$ cat config.mk
export PLATFORM = sky130hd
export DESIGN_NAME = key_en_debounce
export DESIGN_NICKNAME = d
export VERILOG_FILES = /design/src/rtl/key_en_debounce.sv
export SDC_FILE = /design/constraint.sdc
export NUM_CORES = 1
export LEC_CHECK = 0
export BUFFER_PORTS_ARGS = -buffer_cell sky130_fd_sc_hd__clkbuf_2
export CORE_MARGIN = 3
export CORE_UTILIZATION = 35
export CTS_BUF_LIST = sky130_fd_sc_hd__clkbuf_8 sky130_fd_sc_hd__clkbuf_16
export CTS_CLUSTER_SIZE = 30
export DETAILED_ROUTE_END_ITERATION = 12
export PLACE_DENSITY = 0.51
export SYNTH_ARGS = -nofsm -noshare
export SYNTH_HDL_FRONTEND = slang
export SYNTH_SLANG_ARGS = --single-unit
$ cat constraint.sdc
create_clock -name clk -period 5.1 [get_ports clk]
set_input_delay 0.765 -clock clk [delete_from_list [all_inputs] [get_ports clk]]
set_output_delay 0.765 -clock clk [all_outputs]
set_load 0.03 [all_outputs]
$ cat src/rtl/key_en_debounce.sv
// Key/switch debouncer: two-flop synchronizer, then a four-state
// qualification FSM that produces a clean enable level, one-cycle
// rise/fall strobes and a busy flag while a new level is being qualified.
module key_en_debounce #(
    parameter int DEBOUNCE_CYCLES = 20,
    parameter int CNT_W           = 20,
    parameter bit KEY_ACTIVE_LOW  = 1'b1
) (
    input  logic clk,
    input  logic areset,
    input  logic key_in,
    output logic en,
    output logic en_rise,
    output logic en_fall,
    output logic busy
);

    // Synchronizer flops come out of reset at the released level so that
    // a key held down through reset still has to be qualified afterwards.
    localparam logic             KEY_IDLE = KEY_ACTIVE_LOW ? 1'b1 : 1'b0;
    localparam logic [CNT_W-1:0] CNT_LAST = CNT_W'(DEBOUNCE_CYCLES - 1);

    typedef enum logic [1:0] {
        IDLE      = 2'd0,
        PRESS_CHK = 2'd1,
        HELD      = 2'd2,
        REL_CHK   = 2'd3
    } state_t;

    logic             key_s1;
    logic             key_s2;
    logic             key_act;
    state_t           state;
    logic [CNT_W-1:0] cnt;

    // Two-stage synchronizer for the asynchronous raw key.
    always_ff @(posedge clk or posedge areset) begin
        if (areset) begin
            key_s1 <= KEY_IDLE;
            key_s2 <= KEY_IDLE;
        end else begin
            key_s1 <= key_in;
            key_s2 <= key_s1;
        end
    end

    assign key_act = KEY_ACTIVE_LOW ? ~key_s2 : key_s2;

    // Qualification FSM; all outputs are registered here. The terminal
    // count only commits if key_act still shows the new level on that edge.
    always_ff @(posedge clk or posedge areset) begin
        if (areset) begin
            state   <= IDLE;
            cnt     <= '0;
            en      <= 1'b0;
            en_rise <= 1'b0;
            en_fall <= 1'b0;
            busy    <= 1'b0;
        end else begin
            en_rise <= 1'b0;
            en_fall <= 1'b0;
            case (state)
                IDLE: begin
                    en   <= 1'b0;
                    busy <= 1'b0;
                    if (key_act) begin
                        state <= PRESS_CHK;
                        cnt   <= '0;
                        busy  <= 1'b1;
                    end
                end
                PRESS_CHK: begin
                    if (!key_act) begin
                        // bounce or glitch: abandon silently
                        state <= IDLE;
                        cnt   <= '0;
                        busy  <= 1'b0;
                    end else if (cnt == CNT_LAST) begin
                        state   <= HELD;
                        cnt     <= '0;
                        en      <= 1'b1;
                        en_rise <= 1'b1;
                        busy    <= 1'b0;
                    end else begin
                        cnt <= cnt + 1'b1;
                    end
                end
                HELD: begin
                    en   <= 1'b1;
                    busy <= 1'b0;
                    if (!key_act) begin
                        state <= REL_CHK;
                        cnt   <= '0;
                        busy  <= 1'b1;
                    end
                end
                REL_CHK: begin
                    if (key_act) begin
                        state <= HELD;
                        cnt   <= '0;
                        busy  <= 1'b0;
                    end else if (cnt == CNT_LAST) begin
                        state   <= IDLE;
                        cnt     <= '0;
                        en      <= 1'b0;
                        en_fall <= 1'b1;
                        busy    <= 1'b0;
                    end else begin
                        cnt <= cnt + 1'b1;
                    end
                end
                default: begin
                    state <= IDLE;
                    cnt   <= '0;
                    en    <= 1'b0;
                    busy  <= 1'b0;
                end
            endcase
        end
    end

endmodule

==> qor.log <==
INFO  outcome        status=finished, final reports clean
INFO  logic_synthesis yosysWarnings=0
INFO  critical_path  timing.critical_path.to_type=flop
INFO  drt            drc_errors=0
INFO  timing         clock_skew=0.005825ns
INFO  grt            vias_in_the_first_global_route=1238
INFO  clock_network  cts_tree=done
INFO  timing         fmax=0.4623GHz
INFO  critical_path  largest_stage_delay_worst_path=0.50ns
INFO  placement      dp_hpwl=2661microns
INFO  clock_network  post_cts_hold_fix_bufs=0
INFO  timing         final-hold-violation-count=0
INFO  grt            grt-ovfl-total=0
INFO  drt            vias=1246
INFO  timing         timing.final.crit_period=2.163ns
INFO  drt            final_antenna_net_count=0
INFO  logic_synthesis synthesized_area_per_cell=9.855squm
INFO  drt            route.detailed.wl_per_inst=16.18microns
INFO  timing         fin_tns_setup=0ns
INFO  clock_network  cts.clk_slew.worst_paths=0.09ns
INFO  clock_network  worst_skew_pair.late_latency=0.28ns
INFO  grt            largest_net_degree_at_the_start_of_global_routing=29
INFO  timing         timing.slew.headroom=28.56%
INFO  layout         syn_to_final_growth=7.602%
INFO  drt            dr_wl_met3=268microns
INFO  layout         post-route-util=40.89%
INFO  timing         slew_violations=0
INFO  min_path       worstHoldPathType=reg -> reg
INFO  timing         setup_ws=2.937ns
INFO  drt            drt-total-wl=3543microns
INFO  layout         final_cell_mix=26 x dfrtp_1, 20 x nand2_1, 18 x nor2_1
INFO  layout         final_common_cell=dfrtp_1
INFO  power_and_ir_drop max-vdd-ir-drop=185.7uV
INFO  logic_synthesis syn-instance-count=162
INFO  drt            met1_length=1598microns
INFO  logic_synthesis postSynthNetCount=172
INFO  placement      dp_slack=2.950ns
INFO  drt            drt-pass1-iter-count=4
INFO  layout         drive_above_1_share=13.02%
INFO  critical_path  crit_path_max_fanout=9
INFO  placement      place.gp.congestion=0.7543
INFO  drt            avgViaCountPerCell=5.689
INFO  power_and_ir_drop powerDensity=394.1mW/mm^2
INFO  logic_synthesis synth_seq_cells=28
INFO  timing         timing_worst_slew_pin_value=1.070ns
INFO  clock_network  cts_max_level=1
INFO  clock_network  cts-buffers-inserted=3
INFO  drt            dr_wl_met2=1619microns
INFO  job            maxCapViolCount=0
INFO  logic_synthesis synth-seq-area-share=44.04%
INFO  clock_network  postCtsResizedCells=0
INFO  grt            global_route_wire_length_before_repair=6161microns
INFO  timing         report.final.setup_viol=0
INFO  grt            grt_use_total=14.96%
INFO  logic_synthesis synthesis.area=0.001597sqmm
INFO  floorplanning  fp-row-count=23
INFO  timing         period_utilisation_layout=42.41%
INFO  drt            dr.first_iter.drc_count=73
INFO  floorplanning  fp.dieH=73.54microns
INFO  floorplanning  floorplan.initialDensity=38.00%
INFO  logic_synthesis yosys.cell_types.count=37
INFO  floorplanning  design.core.area=0.004202sqmm
INFO  layout         finalNetCount=180
INFO  layout         num_antenna_cells=0
INFO  critical_path  critical_path_arrival=2.32ns
INFO  timing         unrepaired_setup_endpoints_after_global_routing=false
INFO  placement      port_buffers=6
INFO  critical_path  criticalPathCategory=reg -> reg
INFO  critical_path  required_time_of_the_critical_path=5.25ns
INFO  power_and_ir_drop leakage=0.7121nW
INFO  clock_network  clock_tree.root_cell=clkbuf_8
INFO  clock_network  cts.path.max_buffers=2
INFO  critical_path  crit_chain=inv_1 > ha_1 > mux2i_1 > nand2_2 > o311ai_0
INFO  floorplanning  width_of_the_die=73.54microns
INFO  drt            routed.top_layer=met4
INFO  clock_network  clock_sink_count=28
INFO  clock_network  post_cts.repair.setup_buffers=0
INFO  grt            number_of_antenna_violations_at_the_first_check_in_global_routing=0
INFO  critical_path  slowest_stage_cell_cp=mux2i_1
INFO  critical_path  worst_setup_path_start_kind=flop
INFO  floorplanning  die_area=0.005408sqmm
INFO  floorplanning  boundaryPins=7
-- worst max-delay path, delay by kind of cell (launching register included) --
family	cells	cell delay, ns
buf+inv	1	0.12
mux	1	0.50
compound gates	1	0.43
flops	1	0.43
fa+ha+maj	1	0.27
simple gates	1	0.30
-- flip-flops by register name (all words and copies together), names as in the netlist, named ones only --
name     flops
cnt         20
busy         1
en           1
en_fall      1
en_rise      1
key_s1       1
key_s2       1
state        1
-- final cells by class --
| type | count | area (sq um) |
|---|---|---|
| Fill cell | 440 | 2484 |
| Multi-Input combinational cell | 126 | 848.3 |
| Sequential cell | 28 | 703.2 |
| Tap cell | 50 | 62.56 |
| Clock buffer | 4 | 55.05 |
| Timing Repair Buffer | 6 | 30.03 |
| Inverter | 5 | 18.77 |
-- cell families after synthesis --
logic type | Yosys count | synth area share (%)
buf+inv | 8 | 2.821
xor+xnor | 9 | 4.938
fa+ha+maj | 7 | 5.486
compound gates | 21 | 10.81
simple gates | 84 | 28.45
mux | 5 | 3.448
flops | 28 | 44.04
-- cell usage after synthesis --
| library cell | n | area (sq um) |
|---|---|---|
| or2_4 | 1 | 8.760 |
| o311ai_0 | 5 | 43.79 |
| o21ai_0 | 6 | 30.03 |
| buf_6 | 2 | 22.52 |
| xnor2_1 | 3 | 26.28 |
| a221o_1 | 1 | 10.01 |
| and4_1 | 2 | 17.52 |
| xor2_1 | 6 | 52.55 |
| nor2_1 | 18 | 67.56 |
| or4_1 | 1 | 7.510 |
| a31oi_1 | 2 | 12.51 |
| dfrtp_1 | 26 | 650.6 |
| a21oi_1 | 1 | 5.000 |
| nand2b_1 | 3 | 18.77 |
| nand2_1 | 20 | 75.07 |
| nand3_1 | 13 | 65.06 |
| clkbuf_1 | 1 | 3.750 |
| nor2_2 | 1 | 6.260 |
| nor4b_1 | 1 | 8.760 |
| nand4_1 | 4 | 25.02 |
| mux2_4 | 1 | 15.01 |
| nor3_1 | 5 | 25.02 |
| o31a_4 | 1 | 17.52 |
| nor2_4 | 1 | 11.26 |
| nor4_4 | 2 | 42.54 |
| ha_1 | 7 | 87.58 |
| nand2_2 | 1 | 6.260 |
| or3_1 | 4 | 25.02 |
| mux2i_1 | 4 | 40.04 |
| a221oi_2 | 1 | 15.01 |
| nor4_1 | 4 | 25.02 |
| and3_1 | 2 | 12.51 |
| inv_1 | 5 | 18.77 |
| o2bb2ai_1 | 3 | 26.28 |
| o31ai_2 | 1 | 12.51 |
| dfstp_2 | 2 | 52.55 |
| and2_1 | 1 | 6.260 |
-- final timing paths --
kind,depth (start not counted),slack [ns],start,endpoint
hold reg to reg,0,0.36,key_s1,key_s2
min in group asynchronous,2,0.72,areset,en_rise
setup / recovery,5,2.94,state[0],cnt[6]
setup reg to reg,5,2.94,state[0],cnt[6]
max in group asynchronous,2,3.74,areset,cnt[3]
hold / removal,0,0.36,key_s1,key_s2
-- through the flow --
step / instance area (sq um) / std cells / hold slack (ns) / power, W
CTS: 1718 / 219 / 0.3622 / 0.0006831
finish: 1718 / 219 / 0.3616 / 0.0006770
floorplan: 1597 / 162 / 0.3452 / 0.0004817
global route: 1718 / 219 / 0.3648 / 0.0007249
global placement: 1663 / 215 / 0.3483 / 0.0005346
detailed placement: 1663 / 215 / 0.3482 / 0.0005429
-- power breakdown --
group          internal [W]  leakage (nW)  switching [W]  total, W
logic             0.0000864         0.309       0.000178  0.000265
registers          0.000247         0.374      0.0000247  0.000271
clock network     0.0000693        0.0288      0.0000715  0.000141
total              0.000402         0.712       0.000275  0.000677
-- per-layer routing --
metal / GRT usage (%) / vias to the layer above
met3: 3.830 / 7
met1: 20.02 / 603
met4: 4.427 / 0
met5: 0 / -
met2: 23.72 / 36
li1: - / 600
Note: power is estimated with default switching activity, not from simulation.
